**src/rtl/fwd_hazard_ctrl_pkg.sv**
```systemverilog
// Shared types for the EX-stage operand forwarding and load-use hazard control.
// Holds mux select encodings and the per-stage destination record.
package fwd_hazard_ctrl_pkg;

   localparam int REG_W = 5;

   localparam logic [1:0] FWD_REGFILE = 2'b00;
   localparam logic [1:0] FWD_EXMEM   = 2'b01;
   localparam logic [1:0] FWD_MEMWB   = 2'b10;

   typedef struct packed {
      logic             valid;
      logic [REG_W-1:0] dest;
      logic             regwrite;
      logic             memread;
   } stage_rec_t;

   // A stage can supply a forwarded value only if it really writes a non-$0 register.
   function automatic logic is_writer(input stage_rec_t r);
      return r.valid && r.regwrite && (r.dest != '0);
   endfunction

endpackage

```
**src/rtl/fwd_hazard_ctrl_select.sv**
```systemverilog
// Per-operand forward select: youngest producer (EX) beats MEM, otherwise
// the register file supplies the operand.
import fwd_hazard_ctrl_pkg::*;

module fwd_select #(
   parameter int W = REG_W
) (
   input  logic         uses,
   input  logic [W-1:0] src,
   input  logic         ex_wr,
   input  logic [W-1:0] ex_dest,
   input  logic         mem_wr,
   input  logic [W-1:0] mem_dest,
   output logic [1:0]   sel
);

   always_comb begin
      sel = FWD_REGFILE;
      if (uses && ex_wr && (ex_dest == src))
         sel = FWD_EXMEM;
      else if (uses && mem_wr && (mem_dest == src))
         sel = FWD_MEMWB;
   end

endmodule

```
**src/rtl/fwd_hazard_ctrl.sv**
```systemverilog
// Forwarding and load-use hazard control for the 5-stage pipeline: tracks
// EX/MEM/WB destination records, registers forward selects, stalls on load-use.
import fwd_hazard_ctrl_pkg::*;

module fwd_hazard_ctrl #(
   parameter int REG_ADDR_W = 5,
   parameter int CNT_W      = 16
) (
   input  logic                  clk,
   input  logic                  rst,
   input  logic                  id_valid,
   input  logic [REG_ADDR_W-1:0] id_rs,
   input  logic [REG_ADDR_W-1:0] id_rt,
   input  logic                  id_uses_rs,
   input  logic                  id_uses_rt,
   input  logic [REG_ADDR_W-1:0] id_dest,
   input  logic                  id_regwrite,
   input  logic                  id_memread,
   input  logic                  flush,
   output logic [1:0]            fwd_a_sel,
   output logic [1:0]            fwd_b_sel,
   output logic                  stall,
   output logic                  bubble,
   output logic [CNT_W-1:0]      stall_count
);

   stage_rec_t ex_rec, mem_rec, wb_rec, ex_nxt;
   logic       hazard;
   logic       ex_wr, mem_wr;
   logic [1:0] sel_a_nxt, sel_b_nxt;
   logic       unused_rec;

   function automatic logic [CNT_W-1:0] sat_inc(input logic [CNT_W-1:0] c);
      return (&c) ? c : c + 1'b1;
   endfunction

   assign ex_wr  = is_writer(ex_rec);
   assign mem_wr = is_writer(mem_rec);

   // WB is tracked for pipeline visibility only; no forwarding path reads it.
   assign unused_rec = ^{wb_rec, mem_rec.memread};

   always_comb begin
      hazard = id_valid && ex_rec.valid && ex_rec.memread && (ex_rec.dest != '0) &&
               ((id_uses_rs && (id_rs == ex_rec.dest)) ||
                (id_uses_rt && (id_rt == ex_rec.dest)));
      stall  = hazard && !flush;
      bubble = stall || flush || !id_valid;
   end

   always_comb begin
      ex_nxt          = '0;
      ex_nxt.valid    = !bubble;
      ex_nxt.dest     = id_dest;
      ex_nxt.regwrite = id_regwrite;
      ex_nxt.memread  = id_memread;
   end

   fwd_select #(.W(REG_ADDR_W)) u_sel_a (
      .uses     (id_uses_rs),
      .src      (id_rs),
      .ex_wr    (ex_wr),
      .ex_dest  (ex_rec.dest),
      .mem_wr   (mem_wr),
      .mem_dest (mem_rec.dest),
      .sel      (sel_a_nxt)
   );

   fwd_select #(.W(REG_ADDR_W)) u_sel_b (
      .uses     (id_uses_rt),
      .src      (id_rt),
      .ex_wr    (ex_wr),
      .ex_dest  (ex_rec.dest),
      .mem_wr   (mem_wr),
      .mem_dest (mem_rec.dest),
      .sel      (sel_b_nxt)
   );

   // ID -> EX -> MEM -> WB; MEM and WB keep advancing while ID is stalled.
   always_ff @(posedge clk) begin
      ex_rec    <= ex_nxt;
      mem_rec   <= ex_rec;
      wb_rec    <= mem_rec;
      fwd_a_sel <= bubble ? FWD_REGFILE : sel_a_nxt;
      fwd_b_sel <= bubble ? FWD_REGFILE : sel_b_nxt;
      if (stall)
         stall_count <= sat_inc(stall_count);
      if (rst) begin
         ex_rec.valid  <= 1'b0;
         mem_rec.valid <= 1'b0;
         wb_rec.valid  <= 1'b0;
         fwd_a_sel     <= FWD_REGFILE;
         fwd_b_sel     <= FWD_REGFILE;
         stall_count   <= '0;
      end
   end

endmodule

```
**config.mk**
```make
export PLATFORM = sky130hd
export DESIGN_NAME = fwd_hazard_ctrl
export DESIGN_NICKNAME = d
export VERILOG_FILES = /design/src/rtl/fwd_hazard_ctrl_pkg.sv /design/src/rtl/fwd_hazard_ctrl_select.sv /design/src/rtl/fwd_hazard_ctrl.sv
export SDC_FILE = /design/constraint.sdc
export NUM_CORES = 1
export LEC_CHECK = 0
export CAP_MARGIN = 15
export CORE_ASPECT_RATIO = 0.9
export CORE_MARGIN = 2
export CORE_UTILIZATION = 52
export CTS_CLUSTER_DIAMETER = 150
export DETAILED_ROUTE_END_ITERATION = 10
export GPL_ROUTABILITY_DRIVEN = 0
export GPL_TIMING_DRIVEN = 0
export PLACE_DENSITY = 0.92
export SLEW_MARGIN = 20
export SYNTH_ARGS = -nofsm -noshare
export SYNTH_HDL_FRONTEND = slang
export SYNTH_HIERARCHICAL = 1
export SYNTH_SLANG_ARGS = --single-unit
```
**constraint.sdc**
```tcl
create_clock -name clk -period 2.9 [get_ports clk]
set_input_delay 0.58 -clock clk [delete_from_list [all_inputs] [get_ports clk]]
set_output_delay 0.58 -clock clk [all_outputs]
set_load 0.01 [all_outputs]
```
# Word-level counts from Yosys, hierarchy flattened
# Cells that the tools add are included.
[totals]
reg_bits = 35
output_inout_bits = 22
elab_cells = 56
in_bits = 23
[op_classes]
bitwise = 1
n_mux = 4
reduce_logical = 32
n_eq_ne = 6
n_addsub = 1
[ops]
columns = ["operator", "n"]
rows = [
  ["$eq A5 B5 Y1", 6],
  ["$logic_and A1 B1 Y1", 19],
  ["$add A16 B1 Y16 const B", 1],
  ["$reduce_and A16 Y1", 1],
  ["$reduce_bool A5 Y1", 2],
  ["$reduce_or A3 Y1", 2],
  ["$mux W2", 2],
  ["$logic_not A1 Y1", 3],
  ["$logic_or A1 B1 Y1", 3],
  ["$mux W1", 2],
  ["$reduce_and A2 Y1", 1],
  ["$reduce_or A2 Y1", 1],
  ["$not A1 Y1", 1],
]

# Logic depth before layout (Yosys ltp)
# Gate-level depths: netlist of run 1.
[depth]
word_depth = 8
mapped_depth = 8
depth_no_buf = 7

# By module
# Netlist of run 1, hierarchy kept.
[by_module_without_submodules]
columns = ["mod", "cells_per_inst", "area_per_inst_um2", "instances", "seq_area_each_um2"]
rows = [
  ["fwd_hazard_ctrl", 144, 1450.1, 1, 700.7],
  ["fwd_select", 16, 131.4, 2, 0.0],
]

# Least setup slack after synthesis of run 1
# No wires, ideal clock.
[synth_timing]
path_type = "input-to-output"
startpoint = "input id_rs[1]"
endpoint = "output stall"
required_ps = 2320
path_slack_ps = 916
path_stages = 4
arrival_ps = 1404
n_path_buf = 0
cell_sequence = "xnor2_1 nand4_1 o22ai_4 and4_1"
[synth_via]
elab_chain_cells = 5
[synth_lines]
columns = ["item", "line", "rtl"]
rows = [
  ["start, declared", "fwd_hazard_ctrl.sv:12", "input logic [REG_ADDR_W-1:0] id_rs,"],
  ["$eq A5 B5 Y1", "fwd_hazard_ctrl.sv:45", "((id_uses_rs && (id_rs == ex_rec.dest)) ||"],
  ["$logic_and A1 B1 Y1", "fwd_hazard_ctrl.sv:45", ""],
  ["$logic_or A1 B1 Y1", "fwd_hazard_ctrl.sv:45", ""],
  ["$logic_and A1 B1 Y1", "fwd_hazard_ctrl.sv:44", "hazard = id_valid && ex_rec.valid && ex_rec.memread && (ex_rec.dest != '0) &&"],
  ["$logic_and A1 B1 Y1", "fwd_hazard_ctrl.sv:47", "stall = hazard && !flush;"],
  ["end, declared", "fwd_hazard_ctrl.sv:22", "output logic stall,"],
]
# No other way between the ends.

# Worst setup path in the final report of run 1
[layout_timing]
startpoint = "input id_rs[4]"
endpoint = "output stall"
# Same word-level chain as after synthesis.

==> results of run 1 <==
[final cells by class]
type,instances,share of cell area (%)
plain buffers,3,1.20
flip-flops and latches,35,30.7
well taps,42,2.28
inverters,1,0.163
repair buffers,45,19.1
clock inverters,3,2.01
multi-input cells,137,43.0
clock buffers,5,1.63
[worst max-delay path: cells and delay by family]
kind / cells / cell delay [ns]
AOI/OAI and AO/OA: 1 / 0.23
xor gates and xnor gates: 1 / 0.17
buffers and inverters: 2 / 0.85
and+or+nand+nor: 2 / 0.40
[synth_stat cells, drive strengths merged (2+ instances only)]
cell | number | area (um^2)
a21oi | 7 | 35.0
and2 | 6 | 37.5
and3 | 4 | 25.0
and4 | 2 | 17.5
clkbuf | 2 | 7.51
dfxtp | 35 | 701
mux2 | 2 | 30.0
nand2 | 10 | 45.0
nand3 | 11 | 65.1
nand4 | 9 | 56.3
nor2 | 11 | 41.3
nor2b | 5 | 31.3
nor3 | 2 | 15.0
nor4 | 3 | 31.3
o211a | 2 | 20.0
o21ai | 5 | 28.8
o31ai | 4 | 30.0
or3 | 6 | 37.5
or4 | 6 | 45.0
xnor2 | 22 | 193
xor2 | 12 | 105
[logic make-up (layout without fill, tap and decap cells)]
group,after synthesis,in the layout
xor gates and xnor gates,34,34
muxes,3,3
AOI/OAI and AO/OA,22,22
adders and majority gates,1,1
DFF,35,35
and+or+nand+nor,77,77
buffers and inverters,4,57
[what timing repair did]
| action | in CTS | in global routing |
|---|---|---|
| hold buffers | 0 | 0 |
| setup buffers | 1 | 0 |
| endpoints found under the setup margin | 2 | 2 |
| pin swaps | 3 | 1 |
| resized for setup | 9 | 6 |
[worst max-delay path by stage]
| stage | to |
|---|---|
| final | stall |
| after global routing | stall |
| after CTS | stall |
| after detailed placement | stall |
| after global placement | stall |
| after floorplan | stall |
[layer usage]
metal  wire (um)  part of all wire, %
met5           0                    0
met4          80                  1.9
met3         268                  6.4
met2        2010                   48
met1        1830                   44
[flip-flops by register name, summed over array words and instances (netlist names)]
name and cells:
stall_count 16, fwd_b_sel 2, fwd_a_sel 2, ex_rec 8, mem_rec 7
[metrics by stage]
stage               instances  setup slack, ns  TNS (ns)  instance area (um^2)  util, %
global route              271          0.00661         0                  2300     74.5
floorplan                 176            0.916         0                  1710        -
finish                    271           0.0948         0                  2300     74.5
global placement          262           -0.210    -0.403                  2210     71.4
detailed placement        262           -0.289    -0.558                  2210     71.4
CTS                       271           0.0530         0                  2290     74.0
[where the power goes]
group	switching, mW	internal [mW]	total [mW]
Combinational	0.0418	0.0551	0.0969
Clock	0.179	0.184	0.363
Sequential	0.0157	0.492	0.508
Total	0.237	0.731	0.967
==> reports/results.ini, run 1 <==
[global_routing]
met2_usage_pct = 36.3
grtUsageMet1_pct = 28.3
grt_pass1_wl_um = 6440
grtUsageMet3_pct = 8.03
grtUsageTotal_pct = 22.9
gr-max-usage-layer = met2
grt_pass1_vias = 1401
overflow = 0
grt_start_max_net_pins = 14
antenna_found_initial = 0

[setup_path]
ff2ff_setup_slack_ns = 0.77
reg2reg_to = stall_count[13]
critPathRequiredTime_ns = 2.32
reg2reg_depth = 7
arrival_ns = 2.23
path_cells = dlygate4sd2_1 > xnor2_2 > nand4_1 > o22ai_4 > and4_1 > clkdlybuf4s50_1
cp-startpoint = id_rs[4]
critPathMaxStageDelay_ns = 0.54
slowest_stage = clkdlybuf4s50_1
critical_path_class = input pin to primary output
cp-end-kind = primary output
r2r_start = stall_count[0]
startpoint_type = input pin
crit_fanout = 4

[timing]
drv_slew = 0
finalHoldViolations = 0
worst_pin_slew_ns = 0.458
rsz0062_at_grt = no
period_share_pct = 96.7
fin_crit_ns = 2.81
max_clock_freq_mhz = 356
fin_skew_ns = 0.0155
max-slew-margin-rel_pct = 69.5
setup_violations = 0
hold-worst-slack_ns = 0.352

[layout]
antenna_cells = 0
final_common_cell = clkdlybuf4s50_1
final_cell_mix = clkdlybuf4s50_1, dfxtp_1, xnor2_1
final-seq-area_um2 = 706
multi_input_comb_area_um2 = 988
area_growth_pct = 34.3
final_nets = 252
drive_gt1_share_pct = 11.4
nFillCells = 228

[floorplanning]
die-area_um2 = 3770
chipHeight_um = 58.5
rows = 19
coreArea_um2 = 3090
die_w_um = 64.5
initial_core_util_pct = 55.4
io_pins = 45

[cts]
cts-buffers-inserted = 5
cts_tree = done
clk_pin_slew_ns = 0.11
cts-root-buf = clkbuf_4
htree_levels = 2
cts_buffer_depth = 2
worstSkewPairLatency_ns = 0.36
clock_sinks = 35

[yosys]
synth_top_family_by_area = simple AND/OR/NAND/NOR gates
syn_inst = 176
synth_xor_area_share_pct = 17.4
synth_compound_area_share_pct = 9.35
yosys.area_share.simple_pct = 27.5
ys_warn_count = 6
synthArstFlopShare_pct = 0
synth_area_per_cell_um2 = 9.73
synthDistinctLibCells = 37
synth-seq-cells = 35
synthFlopType = dfxtp_1
synth_fa_ha_area_share_pct = 0.730
synth_area_um2 = 1710
synth.yosys.seq_area_share_pct = 40.9
syn_nets = 200
synthMuxAreaShare_pct = 2.34
synth_edf_count = 0

[power]
p_per_area_nw_per_um2 = 420
ir_worst_vdd_v = 0.000322
power.total_mw = 0.967
power_leakage_nw = 0.837

[worst_hold_path]
min_from = ex_rec[1]
hold_depth = 0
hp-class = register to register
holdPathEnd = mem_rec[1]

[run]
cap_violations = 0

[drt]
ant_nets = 0
drt_iter0_markers = 70
dr.pass1.iters = 4
wl_um = 4180
route.detailed.drc = 0
post_drt_wl_per_cell_um = 15.4
via_per_inst = 5.56
num_vias = 1507

[placed_design]
port_buffers = 44
dp_hpwl_um = 3050

[status]
run_status = completed

(Power assumes the default switching activity.)
==> inputs of run 2 (changes only) <==
--- a/config.mk
+++ b/config.mk
@@ -14,6 +14,7 @@
 export GPL_ROUTABILITY_DRIVEN = 0
 export GPL_TIMING_DRIVEN = 0
 export PLACE_DENSITY = 0.92
+export REMOVE_ABC_BUFFERS = 1
 export SLEW_MARGIN = 20
 export SYNTH_ARGS = -nofsm -noshare
 export SYNTH_HDL_FRONTEND = slang
==> run 2 against run 1 <==
Largest power group unchanged. Count of clock-buffer cells in the layout rose by 1. Maximum frequency grew 1.1%. Critical path depth decreased by 2. Routed wire length fell by 6.5%. Power grew 0.26%. Sequential share of layout area is 0.29 points higher. Sequential power is essentially flat. Core utilization shrank 1.2 points. Cell count down 1.1%. Cell area fell by 1.6%. Highest routed layer unchanged. Critical endpoint unchanged. Clock skew shrank 0.0076 ns. Combinational power decreased by 1%.
==> reports/results.ini, run 2 (synthesized netlist as in run 1, its figures left out) <==
[setup_path]
critPathRequiredTime_ns = 2.32
arrival_ns = 2.19
startpoint_type = register
path_cells = or4_1 > o21a_1 > and4_1 > clkdlybuf4s50_1
crit_fanout = 6
cp-end-kind = primary output
critPathMaxStageDelay_ns = 0.54
critical_path_class = register to primary output
slowest_stage = or4_1

[timing]
fin_ws_ns = 0.127
max_clock_freq_mhz = 361
drv_slew = 0
max-slew-margin-rel_pct = 49.9
worst_pin_slew_ns = 0.749
tns_ns = 0
fin_skew_ns = 0.00791
rsz0062_at_grt = no
setup_violations = 0
period_share_pct = 95.6
hold-worst-slack_ns = 0.362
fin_crit_ns = 2.77
finalHoldViolations = 0

[cts]
ctsHoldBuffers = 0
cts-root-buf = clkbuf_4
cts_tree = done
cts-buffers-inserted = 5
worstSkewPairLatency_ns = 0.34
htree_levels = 2
cts_buffer_depth = 2
clk_pin_slew_ns = 0.10
clock_sinks = 35

[layout]
largest_register = stall_count
area_growth_pct = 32.1
final_cell_mix = dfxtp_1, clkdlybuf4s50_1, xnor2_1
antenna_cells = 0
postLayoutCoreUtil_pct = 73.2
drive_gt1_share_pct = 8.85
fin_area_um2 = 2260
stdcell_count = 268
nFillCells = 244
reg_top3 = stall_count: 16 flops, ex_rec: 8 flops, mem_rec: 7 flops
largest_reg_flops = 16
final_common_cell = dfxtp_1
final_nets = 249

[power]
p_clk_share_pct = 38.0
swShare_pct = 22.8
comb_power_share_pct = 9.9
power_leakage_nw = 0.825
p_per_area_nw_per_um2 = 429
p_switching_mw = 0.222
p_seq_share_pct = 52.1
internal_power_mw = 0.748
ir_worst_vdd_v = 0.000353
power.total_mw = 0.970

[drt]
ant_nets = 0
post_drt_wl_per_cell_um = 14.6
dr.pass1.iters = 4
drt_iter0_markers = 91
num_vias = 1475
wl_um = 3910
via_per_inst = 5.50
route.detailed.drc = 0

[global_routing]
grtUsageMet1_pct = 29.5
overflow = 0
grtUsageMet3_pct = 5.93
grt_start_max_net_pins = 23
met2_usage_pct = 38.1
antenna_found_initial = 0
grt_pass1_wl_um = 6670
grt_pass1_vias = 1383
grtUsageTotal_pct = 23.0
gr-max-usage-layer = met2

[placed_design]
dp_slack_ns = -0.261
port_buffers = 44
dpl_cell_area_um2 = 2180
dp.cells = 259
dp_hpwl_um = 2750

[floorplanning]
io_pins = 45
rows = 19
initial_core_util_pct = 55.4
die_w_um = 64.5
coreArea_um2 = 3090
chipHeight_um = 58.5
die-area_um2 = 3770

[status]
run_status = completed

[run]
cap_violations = 0

[worst_hold_path]
hp-class = register to register

==> run 2: power groups by stage <==
| stage | Sequential [mW] | Combinational, mW | Clock, mW |
|---|---|---|---|
| after global routing | 0.508 | 0.103 | 0.395 |
| after floorplan | 0.513 | 0.0492 | 0 |
| final | 0.506 | 0.0959 | 0.368 |
| after detailed placement | 0.517 | 0.0984 | 0 |
| after global placement | 0.516 | 0.0960 | 0 |
| after CTS | 0.506 | 0.0958 | 0.375 |
==> run 2: path summary, 6_finish.rpt <==
| check | start | endpoint | slack, ns | cells after the start |
|---|---|---|---|---|
| min reg2reg | ex_rec[1] | mem_rec[1] | 0.36 | 0 |
| min | ex_rec[1] | mem_rec[1] | 0.36 | 0 |
| max reg2reg | stall_count[0] | stall_count[13] | 0.78 | 7 |
| max | ex_rec[4] | stall | 0.13 | 4 |
==> run 2: cell type report <==
class | instances | area [um^2] | area share, %
Tap cell | 42 | 52.6 | 2.32
Multi-Input combinational cell | 137 | 981 | 43.3
Inverter | 1 | 3.75 | 0.166
Clock inverter | 2 | 35.0 | 1.55
Timing Repair Buffer | 45 | 439 | 19.4
Clock buffer | 6 | 51.3 | 2.27
Sequential cell | 35 | 701 | 31.0
==> run 2: what timing repair did <==
action	in CTS	in global routing
pin swaps	2	0
endpoints found under the setup margin	2	2
endpoints found under the hold margin	0	0
setup buffers	1	0
resized for setup	9	1
==> run 2: critical path, delay by kind of cell (launching register included) <==
kind	cells	cell delay (ns)
simple gates	2	0.72
buf+inv	1	0.48
flops	1	0.41
compound gates	1	0.24
==> run 2: layer usage <==
metal  share of wire [%]  vias to the layer above
li1                    -                      730
met1                  45                      681
met2                  47                       56
met3                 6.3                        8
met4                 1.7                        0
met5                   0                        -
==> inputs of run 3 (changes only) <==
--- a/config.mk
+++ b/config.mk
@@ -10,11 +10,14 @@
 export CORE_MARGIN = 2
 export CORE_UTILIZATION = 52
 export CTS_CLUSTER_DIAMETER = 150
+export CTS_CLUSTER_SIZE = 25
 export DETAILED_ROUTE_END_ITERATION = 10
 export GPL_ROUTABILITY_DRIVEN = 0
 export GPL_TIMING_DRIVEN = 0
+export HOLD_SLACK_MARGIN = 0.15
 export PLACE_DENSITY = 0.92
 export REMOVE_ABC_BUFFERS = 1
+export SKIP_CTS_REPAIR_TIMING = 1
 export SLEW_MARGIN = 20
 export SYNTH_ARGS = -nofsm -noshare
 export SYNTH_HDL_FRONTEND = slang
==> run 3 against run 2 <==
Clock skew about the same. Routed wire length up 5.0%. Global-route usage down 0.12 points. Combinational power up 5%. Maximum frequency down 0.54%. Sequential cell count unchanged. Die area unchanged. Critical path depth unchanged. Via count up 0.88%. Cell count unchanged. Worst hold slack better by 0.0042 ns. Critical path type unchanged. Largest power group unchanged.
==> reports/results.ini, run 3 (synthesized netlist as in run 1, its figures left out) <==
[global_routing]
overflow = 0
antenna_found_initial = 0
grtUsageTotal_pct = 22.9
grt_pass1_vias = 1394
grt_pass1_wl_um = 6640
grt_start_max_net_pins = 23

[setup_path]
reg2reg_depth = 7
r2r_start = ex_rec[4]
cp-end-kind = primary output
critical_path_class = register to primary output
critPathMaxStageDelay_ns = 0.55
critPathRequiredTime_ns = 2.32
arrival_ns = 2.21
crit_fanout = 6
path_cells = or4_1 > o21a_1 > and4_1 > clkdlybuf4s50_1
slowest_stage = or4_1
ff2ff_setup_slack_ns = 0.78
reg2reg_to = stall_count[13]
startpoint_type = register

[drt]
via_per_inst = 5.55
dr.pass1.iters = 5
wl_um = 4110
num_vias = 1488
post_drt_wl_per_cell_um = 15.3
ant_nets = 0
route.detailed.drc = 0
drt_iter0_markers = 64

[placed_design]
dp.cells = 259
port_buffers = 44
dp_hpwl_um = 2750

[timing]
hold-worst-slack_ns = 0.366
fin_skew_ns = 0.00839
tns_ns = 0
max_clock_freq_mhz = 359
finalHoldViolations = 0
drv_slew = 0
max-slew-margin-rel_pct = 50.4
period_share_pct = 96.2
worst_pin_slew_ns = 0.741
fin_crit_ns = 2.79
setup_violations = 0

[floorplanning]
die-area_um2 = 3770
die_w_um = 64.5
rows = 19
io_pins = 45
chipHeight_um = 58.5
coreArea_um2 = 3090
initial_core_util_pct = 55.4

[status]
run_status = completed

[power]
p_switching_mw = 0.225
ir_worst_vdd_v = 0.000354
power_leakage_nw = 0.895
comb_power_share_pct = 10.3
p_per_area_nw_per_um2 = 425
internal_power_mw = 0.752
p_clk_share_pct = 37.9
swShare_pct = 23.1
p_seq_share_pct = 51.8

[layout]
antenna_cells = 0
largest_reg_flops = 16
drive_gt1_share_pct = 8.85
area_growth_pct = 34.1
stdcell_count = 268
final_cell_mix = dfxtp_1, clkdlybuf4s50_1, xnor2_1
final_common_cell = dfxtp_1
largest_register = stall_count
reg_top3 = stall_count: 16 flops, ex_rec: 8 flops, mem_rec: 7 flops
final_nets = 249

[cts]
clock_sinks = 35
cts_buffer_depth = 2
cts-buffers-inserted = 5
worstSkewPairLatency_ns = 0.34
cts-root-buf = clkbuf_4
clk_pin_slew_ns = 0.10
htree_levels = 2
cts_tree = done

[worst_hold_path]
hp-class = register to register
min_from = ex_rec[1]
hold_depth = 0
holdPathEnd = mem_rec[1]

[run]
cap_violations = 0

==> run 3: cell count changes in the layout (fill, tap and decap cells not counted), sizes merged <==
| cell | delta |
|---|---|
| dlygate4sd2 | -9 |
| dlymetal6s2s | +9 |
==> run 3: critical path: cells and delay by family (launching register included) <==
family          cells  cell delay (ns)
buf+inv             1             0.49
flops               1             0.40
compound gates      1             0.24
simple gates        2             0.75
==> run 3: cell type report <==
type                            instances  area, um^2
Timing Repair Buffer                   45         473
Tap cell                               42        52.6
Clock inverter                          2        35.0
Sequential cell                        35         701
Fill cell                             239         793
Multi-Input combinational cell        137         981
Inverter                                1        3.75
Clock buffer                            6        51.3
==> run 3: stage by stage <==
step | total power, mW | setup WS (ns) | utilization (%) | instance area [um^2]
2_1_floorplan | 0.562 | 0.911 | - | 1690
3_3_place_gp | 0.612 | -0.229 | 70.5 | 2180
3_5_place_dp | 0.615 | -0.261 | 70.5 | 2180
4_1_cts | 0.980 | -0.269 | 73.3 | 2260
5_1_grt | 1.01 | -0.00171 | 74.3 | 2300
6_report | 0.977 | 0.112 | 74.3 | 2300
==> run 3: power by group through the flow <==
stage          Combinational, mW  Sequential [mW]  Clock (mW)
2_1_floorplan             0.0492            0.513           0
3_3_place_gp              0.0960            0.516           0
3_5_place_dp              0.0984            0.517           0
4_1_cts                   0.0997            0.506       0.375
5_1_grt                    0.108            0.508       0.395
6_report                   0.101            0.506       0.370
==> run 3: how the worst max path moves through the flow <==
stage	start	endpoint	slack (ns)	depth (start not counted)
final	ex_rec[3]	stall	0.11	4
after global routing	ex_rec[3]	bubble	-0.002	5
after CTS	id_rs[2]	stall	-0.27	6
after detailed placement	id_rs[2]	stall	-0.26	6
after global placement	id_rs[2]	stall	-0.23	6
after floorplan	id_rs[1]	stall_count[13]	0.91	6
==> run 3: layer usage <==
metal,part of all wire (%),up-vias,GRT usage [%]
met4,1.6,0,8.81
met5,0,-,0
met2,48,64,37.5
met3,6.9,8,5.93
li1,-,728,-
met1,43,688,29.2
